<file path="config.mk">
export PLATFORM = sky130hd
export DESIGN_NAME = neuron_mac_flat
export DESIGN_NICKNAME = d
export VERILOG_FILES = /design/src/rtl/neuron_mac_if.sv /design/src/rtl/neuron_mac.sv /design/src/flat_wrapper.sv
export SDC_FILE = /design/constraint.sdc
export NUM_CORES = 1
export LEC_CHECK = 0
export BUFFER_PORTS_ARGS = -buffer_cell sky130_fd_sc_hd__buf_2
export CORE_MARGIN = 10
export CORE_UTILIZATION = 40
export CTS_CLUSTER_SIZE = 10
export DETAILED_ROUTE_END_ITERATION = 10
export PLACE_DENSITY_LB_ADDON = 0.3
export SETUP_SLACK_MARGIN = 0.2
export SLEW_MARGIN = 20
export SYNTH_ARGS = -nofsm -noshare
export SYNTH_HDL_FRONTEND = slang
export SYNTH_SLANG_ARGS = --single-unit
</file>
<file path="constraint.sdc">
create_clock -name clk -period 9.8 [get_ports clk]
set_clock_uncertainty 0.1 [all_clocks]
set_input_delay 0.49 -clock clk [delete_from_list [all_inputs] [get_ports clk]]
set_output_delay 0.49 -clock clk [all_outputs]
set_load 0.03 [all_outputs]
</file>
<file path="src/rtl/neuron_mac_if.sv">
// Bundle of the neuron's data-side signals: activation stream, weight memory
// read port, bias, and the registered result.
interface neuron_mac_if #(
  parameter int dataWidth    = 16,
  parameter int addressWidth = 10
);
  logic signed [dataWidth-1:0] myinput;
  logic                        myinputValid;
  logic                        ren;
  logic        [addressWidth:0] raddr;
  logic signed [dataWidth-1:0] wout;
  logic signed [dataWidth-1:0] bias;
  logic signed [dataWidth-1:0] out;
  logic                        outvalid;

  modport master (
    output myinput, myinputValid, wout, bias,
    input  ren, raddr, out, outvalid
  );

  modport slave (
    input  myinput, myinputValid, wout, bias,
    output ren, raddr, out, outvalid
  );
endinterface

</file>
<file path="src/rtl/neuron_mac.sv">
// Fixed-point neuron: streams numWeight input*weight products into a saturating
// accumulator, adds the bias once the pipeline drains, and emits one result.
module neuron_mac #(
  parameter int dataWidth    = 16,
  parameter int addressWidth = 10,
  parameter int numWeight    = 784,
  parameter int fracBits     = 8
) (
  input  logic         clk,
  input  logic         rst,
  neuron_mac_if.slave  macBus
);

  localparam int AccW = 2 * dataWidth;
  localparam logic [addressWidth:0]  LastAddr = (addressWidth + 1)'(numWeight - 1);
  localparam logic signed [AccW-1:0] AccMax   = {1'b0, {(AccW-1){1'b1}}};
  localparam logic signed [AccW-1:0] AccMin   = {1'b1, {(AccW-1){1'b0}}};

  typedef enum logic [1:0] {IDLE, ACCUM, DRAIN, DONE} stateT;

  stateT                       state_q, state_d;
  logic        [addressWidth:0] raddr_q, raddr_d;
  logic                        drainCnt_q;
  logic signed [dataWidth-1:0] inputD_q;
  logic                        inputValid_q;
  logic signed [AccW-1:0]      prod_q;
  logic                        prodValid_q;
  logic signed [AccW-1:0]      acc_q;
  logic signed [dataWidth-1:0] out_q;
  logic                        outvalid_q;

  logic                        accept;
  logic                        frameStart;
  logic signed [AccW-1:0]      prodFull;
  logic signed [AccW-1:0]      biasExt;
  logic signed [AccW-1:0]      doneSum;
  logic signed [AccW-1:0]      shifted;
  logic signed [dataWidth-1:0] outSat;

  // Clamp on two's-complement overflow: like-signed operands must keep their sign.
  function automatic logic signed [AccW-1:0] satAdd(input logic signed [AccW-1:0] a,
                                                    input logic signed [AccW-1:0] b);
    logic signed [AccW-1:0] s;
    s = a + b;
    if (!a[AccW-1] && !b[AccW-1] && s[AccW-1]) return AccMax;
    if (a[AccW-1] && b[AccW-1] && !s[AccW-1]) return AccMin;
    return s;
  endfunction

  always_comb begin
    state_d = state_q;
    raddr_d = raddr_q;
    accept  = 1'b0;
    unique case (state_q)
      IDLE: begin
        accept = macBus.myinputValid;
        if (accept) state_d = (numWeight == 1) ? DRAIN : ACCUM;
      end
      ACCUM: begin
        accept = macBus.myinputValid;
        if (accept && raddr_q == LastAddr) state_d = DRAIN;
      end
      DRAIN: begin
        if (drainCnt_q) state_d = DONE;
      end
      DONE: begin
        state_d = IDLE;
      end
      default: state_d = IDLE;
    endcase
    if (accept) raddr_d = (raddr_q == LastAddr) ? '0 : raddr_q + 1'b1;
  end

  assign frameStart = accept && (state_q == IDLE);
  assign prodFull   = AccW'(inputD_q) * AccW'(macBus.wout);
  assign biasExt    = AccW'(macBus.bias) <<< fracBits;
  assign doneSum    = satAdd(acc_q, biasExt);
  assign shifted    = doneSum >>> fracBits;

  // Narrow to dataWidth only if every discarded high bit matches the sign bit.
  always_comb begin
    outSat = shifted[dataWidth-1:0];
    if (!(&shifted[AccW-1:dataWidth-1]) && (|shifted[AccW-1:dataWidth-1]))
      outSat = shifted[AccW-1] ? {1'b1, {(dataWidth-1){1'b0}}}
                               : {1'b0, {(dataWidth-1){1'b1}}};
  end

  always_ff @(posedge clk) begin
    if (rst) begin
      state_q      <= IDLE;
      raddr_q      <= '0;
      drainCnt_q   <= 1'b0;
      inputD_q     <= '0;
      inputValid_q <= 1'b0;
      prod_q       <= '0;
      prodValid_q  <= 1'b0;
      acc_q        <= '0;
      out_q        <= '0;
      outvalid_q   <= 1'b0;
    end else begin
      state_q      <= state_d;
      raddr_q      <= raddr_d;
      drainCnt_q   <= (state_q == DRAIN) ? ~drainCnt_q : 1'b0;
      inputValid_q <= accept;
      if (accept) inputD_q <= macBus.myinput;
      prodValid_q  <= inputValid_q;
      if (inputValid_q) prod_q <= prodFull;
      // The last product lands in acc_q exactly as the FSM enters DONE.
      if (frameStart)       acc_q <= '0;
      else if (prodValid_q) acc_q <= satAdd(acc_q, prod_q);
      outvalid_q   <= (state_q == DONE);
      if (state_q == DONE) out_q <= outSat;
    end
  end

  assign macBus.ren      = accept;
  assign macBus.raddr    = raddr_q;
  assign macBus.out      = out_q;
  assign macBus.outvalid = outvalid_q;

endmodule

</file>
<file path="src/flat_wrapper.sv">
// flat-port wrapper written by rule: the top's interface ports become plain ports
module neuron_mac_flat 
#(
  parameter int dataWidth    = 16,
  parameter int addressWidth = 10,
  parameter int numWeight    = 784,
  parameter int fracBits     = 8
)
  (clk, rst, macBus_myinput, macBus_myinputValid, macBus_wout, macBus_bias, macBus_ren, macBus_raddr, macBus_out, macBus_outvalid);
  neuron_mac_if #(.dataWidth(dataWidth), .addressWidth(addressWidth)) macBus_i ();
  input  logic clk;
  input  logic rst;
  input wire logic [$bits(macBus_i.myinput)-1:0] macBus_myinput;
  input wire logic [$bits(macBus_i.myinputValid)-1:0] macBus_myinputValid;
  input wire logic [$bits(macBus_i.wout)-1:0] macBus_wout;
  input wire logic [$bits(macBus_i.bias)-1:0] macBus_bias;
  output wire logic [$bits(macBus_i.ren)-1:0] macBus_ren;
  output wire logic [$bits(macBus_i.raddr)-1:0] macBus_raddr;
  output wire logic [$bits(macBus_i.out)-1:0] macBus_out;
  output wire logic [$bits(macBus_i.outvalid)-1:0] macBus_outvalid;
  assign macBus_i.myinput = macBus_myinput;
  assign macBus_i.myinputValid = macBus_myinputValid;
  assign macBus_i.wout = macBus_wout;
  assign macBus_i.bias = macBus_bias;
  assign macBus_ren = macBus_i.ren;
  assign macBus_raddr = macBus_i.raddr;
  assign macBus_out = macBus_i.out;
  assign macBus_outvalid = macBus_i.outvalid;
  neuron_mac #(.dataWidth(dataWidth), .addressWidth(addressWidth), .numWeight(numWeight), .fracBits(fracBits)) u_core (.clk(clk), .rst(rst), .macBus(macBus_i));
endmodule
</file>
; ---- Word-level counts from Yosys, hierarchy flattened
; Index checks and enable logic that the tools add are counted.
[totals]
input_bits = 51
register_bits = 113
out_inout_bits = 29
elab_cells = 75
[classes]
eq_ne = 7
addsub = 3
muxes = 28
mul = 1
bitwise = 2
n_reduce_logical = 24
[ops]
columns = cell, n
row1 = 32-bit 2-to-1 mux, 8
row2 = 32-bit by 24-bit adder with 32-bit output, 1
row3 = 32-bit adder, 1
row4 = 16-bit by 16-bit multiplier with 32-bit output, 1
row5 = 16-bit 2-to-1 mux, 2
row6 = 1-bit 2-to-1 mux, 13
row7 = "11-bit by 1-bit adder with 11-bit output, second input constant", 1
row8 = "11-bit by 10-bit equality test with 1-bit output, second input constant", 1
row9 = 1-bit logical AND, 11
row10 = 11-bit 2-to-1 mux, 1
row11 = 9-bit AND reduction, 1
row12 = 9-bit OR reduction, 1
row13 = 2-bit case mux with 4 select lines, 1
row14 = 1-bit zero test, 6
row15 = 2-bit 2-to-1 mux, 3
row16 = 2-bit OR reduction, 3
row17 = "2-bit equality test, second input constant", 2
row18 = "2-bit by 1-bit inequality test with 1-bit output, second input constant", 2
row19 = 3-bit AND reduction, 1
row20 = "2-bit by 1-bit equality test with 1-bit output, second input constant", 1
row21 = 2-bit zero test, 1
row22 = "2-bit inequality test, second input constant", 1
row23 = 1-bit NOT, 2

; ---- Longest topological paths before layout
[depth]
depth_word = 13
ltp_mapped = 24
mapped_depth_nobuf = 23

; ---- Least setup slack after synthesis
; Ideal clock, no wire load.
[synth_timing]
kind = input port to flip-flop
startpoint = in macBus_wout[7]
endpoint = reg u_core.prod_q[31]
required_ns = 9.609
slack_ns = 3.309
t_arrival_ns = 6.300
stages = 24
setup_time_ns = 0.091
n_path_buf = 1
cell_sequence = clkbuf_1 -> nand2_1 -> fa_1 -> inv_1 -> fa_1 -> inv_1 -> fa_1 -> inv_1 -> fa_1 -> fa_1 -> inv_1 -> fa_1 -> inv_1 -> ha_1 -> a21oi_1 -> o21bai_1 -> a221o_1 -> a41oi_1 -> o21bai_1 -> nor2b_1 -> o31ai_1 -> a21boi_0 -> mux2i_1 -> a311oi_1
[synth_via]
elab_chain_cells = 1
[synth_lines]
columns = element, line
row1 = start: declaration, flat_wrapper.sv:15  ; input wire logic [$bits(macBus_i.wout)-1:0] macBus_wout;
row2 = 16-bit by 16-bit multiplier with 32-bit output, neuron_mac.sv:75  ; assign prodFull = AccW'(inputD_q) * AccW'(macBus.wout);
row3 = end signal: assignment, neuron_mac.sv:107  ; if (inputValid_q) prod_q <= prodFull;
row4 = end: declaration, neuron_mac.sv:26  ; logic signed [AccW-1:0] prod_q;
; Every way passes these cells.
; A chain may end at the register's enable or synchronous reset.

; ---- Worst setup path in the final report
[layout_timing]
startpoint = reg u_core.inputD_q[11]
endpoint = reg u_core.prod_q[31]
[layout_via]
elab_chain_cells = 1
[layout_lines]
columns = element, line
row1 = start: declaration, neuron_mac.sv:24  ; logic signed [dataWidth-1:0] inputD_q;
row2 = start signal: assignment, neuron_mac.sv:105  ; if (accept) inputD_q <= macBus.myinput;
row3 = 16-bit by 16-bit multiplier with 32-bit output, neuron_mac.sv:75
; Every way passes these cells.

==> impl_metrics.yaml <==
status:
  status: "finished, final reports clean"
clocking:
  worstSkewPairLatency_ns: 0.44
  cts_resized: 0
  cts_max_path_buffers: 2
  htreeDepth: 4
  cts_tree: "built"
  cts-root-buf: "clkbuf_16"
  cts_post_setup_buffers_inserted: 0
  cts.clk_slew.worst_paths_ns: 0.06
  cts.sinks: 113
  cts_buffers: 17
  postCtsHoldBufs: 0
drt:
  drc: 0
  ant_nets: 0
  drt-vias-per-instance: 5.170
  routedWlPerCell_um: 16.29
  dr.first_iter.drc_count: 699
  drt-total-wl_um: 41230
  vias: 13086
  first_pass_iters: 5
place:
  dp_cells: 2499
  io_buffers: 79
  dp_hpwl_um: 33340
  routabilityCongestion: 0.8642
sta:
  setup_viol: 0
  fin_crit_sh: 0.7187
  drv_slew: 0
  slew_headroom: 0.2896
  period_needed_ns: 7.043
  tns_ns: 0
  worstMarginPinSlew_ns: 1.066
  hold_viol: 0
  fmax_mhz: 142.0
  rsz0062_at_grt: "false"
worst_setup_path:
  crit_arrival_ns: 7.29
  setup.worst_path.end_class: "register"
  start_kind: "register"
  path_max_fanout: 17
  cp_common_cell: "fa_1"
  cp_slowest_stage_delay_ns: 0.78
  path_class: "reg2reg"
  crit_chain: "nand2_1 > fa_1 > fa_1 > fa_1 > inv_1 > fa_1 > fa_1 > inv_1 > fa_1 > inv_1 > ha_1 > a21oi_1 > o21bai_1 > a221o_1 > a41oi_1 > o21bai_1 > nor2b_1 > o31ai_1 > a21boi_0 > mux2i_1 > a311oi_1"
  r2r_cells: 21
  critical_path_required_ns: 10.04
  cp_slowest_cell: "dfxtp_1"
synth:
  synth-edff-count: 0
  synth_top_cells_by_count: "323 x inv_1, 266 x fa_1, 205 x nand2_1"
  ys_ff_latch: 113
  ys_warn_count: 0
  synth-async-reset-ratio: 0
  ys.flop_type: "dfxtp_1"
  yosysSeqAreaShare: 0.1338
  yosys.cell_types.count: 73
  synth_area_mm2: 0.01690
  synthCells: 1938
  yosys.area.top_type: "fa_1"
  syn-num-nets: 2400
  syn_area_per_cell_um2: 8.721
  synth_area_leaders: "fa_1 32%, dfxtp_1 13%, ha_1 11%, inv_1 7.2%, and2_1 4.7%"
  synth_most_common_cell: "inv_1"
  yosys.area.top_type_share: 0.3151
power_and_ir_drop:
  peakVddDrop_uv: 367.5
  leakagePower_nw: 9.137
  power_density_mw_per_mm2: 337.2
floorplanning:
  initial_core_util: 0.4038
  ios: 80
  core_mm2: 0.04185
  die_x_um: 225.6
  die_y_um: 225.6
  die_area_mm2: 0.05088
  rows: 75
global_routing:
  grt_pass1_vias: 13512
  grt_pass1_wl_um: 68590
  track_usage: 0.1676
  grt.overflow.total: 0
  antenna_found_initial: 1
  grt_max_degree: 79
finish:
  drive_gt1_frac: 0.07480
  area_delta_synth_final_pct: 8.706
  n_antenna_cell: 0
  nNetsFinal: 2441
  stdcell_count: 2531
min_path:
  hold_path_depth: 3
  hold_class: "in2reg"
run:
  cap_violations: 0
stage by stage:
step / cell area [um2] / worst slack (ns) / hold WS (ns) / util / total power, mW
3_5_place_dp: 17790 / 2.670 / 0.3132 / 0.4250 / 5.641
4_1_cts: 18370 / 2.706 / 0.1698 / 0.4390 / 6.300
5_1_grt: 18370 / 2.258 / 0.1872 / 0.4390 / 6.985
6_report: 18370 / 2.757 / 0.1879 / 0.4390 / 6.195
2_1_floorplan: 16900 / 3.309 / 0.2965 / - / 4.506
3_3_place_gp: 17790 / 2.806 / 0.3049 / 0.4250 / 5.536
routing by layer:
layer,routed length [um],share of wire,vias to the layer above,track usage
met5,12,0.00029,-,0
met4,837,0.020,2,0.04858
met3,1407,0.034,56,0.02420
met2,20910,0.51,222,0.2894
met1,18060,0.44,6505,0.2132
li1,-,-,6301,-
state kept, by name, summed over array words and instances, names as in the netlist:
signal,count
u_core.inputD_q,16
u_core.acc_q,32
u_core.prodValid_q,1
u_core.state_q,2
u_core.macBus.outvalid,1
u_core.inputValid_q,1
u_core.macBus.out,16
u_core.prod_q,32
u_core.drainCnt_q,1
u_core.macBus.raddr,11
path summary, 6_finish.rpt:
kind,start,to,slack [ns]
worst min-delay path,macBus_myinput[10],u_core.inputD_q[10],0.19
worst max-delay path,u_core.inputD_q[11],u_core.prod_q[31],2.76
worst max register to register,u_core.inputD_q[11],u_core.prod_q[31],2.76
worst min register to register,u_core.drainCnt_q,u_core.drainCnt_q,0.32
critical path, delay by kind of cell, from the launching register on:
kind	cells	cell delay, ns
adder cells (fa/ha/maj)	7	3.33
AO/OA/AOI/OAI	8	2.05
flip-flops	1	0.78
AND/OR/NAND/NOR	2	0.36
multiplexers	1	0.16
buffers and inverters	3	0.15
layout by cell type (no fill, tap or decap), drive strengths merged, types with 8 or more instances in the layout:
cell / n
a211oi: 16
a21o: 39
a21oi: 103
a221oi: 11
a31oi: 8
and2: 127
and3: 10
buf: 89
clkbuf: 17
dfxtp: 113
fa: 266
ha: 145
inv: 326
mux2i: 31
nand2: 205
nand2b: 19
nand3: 19
nor2: 134
nor2b: 14
nor3: 31
o21a: 10
o21ai: 59
o21bai: 19
xnor2: 51
xor2: 27
where the power goes:
part	internal (mW)	switching, mW	leakage (nW)	total [mW]
clock network	0.375	0.244	0.280	0.619
logic	2.12	2.81	7.94	4.93
registers	0.538	0.106	0.919	0.644
final cells by class:
type,instances,area [um2]
inverter,323,1212
clock inverter,15,158.9
tap,539,674.4
timing repair buffer,89,470.5
sequential,113,2263
clock buffer,17,425.4
multi-input combinational,1435,13170
fill,4151,23480
logic make-up (layout without fill, tap and decap cells):
group / Yosys count / in the layout / share of synthesized area
AOI/OAI and AO/OA: 321 / 321 / 0.1275
xor gates and xnor gates: 78 / 78 / 0.04042
adders and majority gates: 411 / 411 / 0.4224
buffers and inverters: 390 / 444 / 0.08728
DFF: 113 / 113 / 0.1338
muxes: 32 / 32 / 0.01903
and+or+nand+nor: 593 / 593 / 0.1695
No activity file was read; power rests on OpenSTA's default activity.
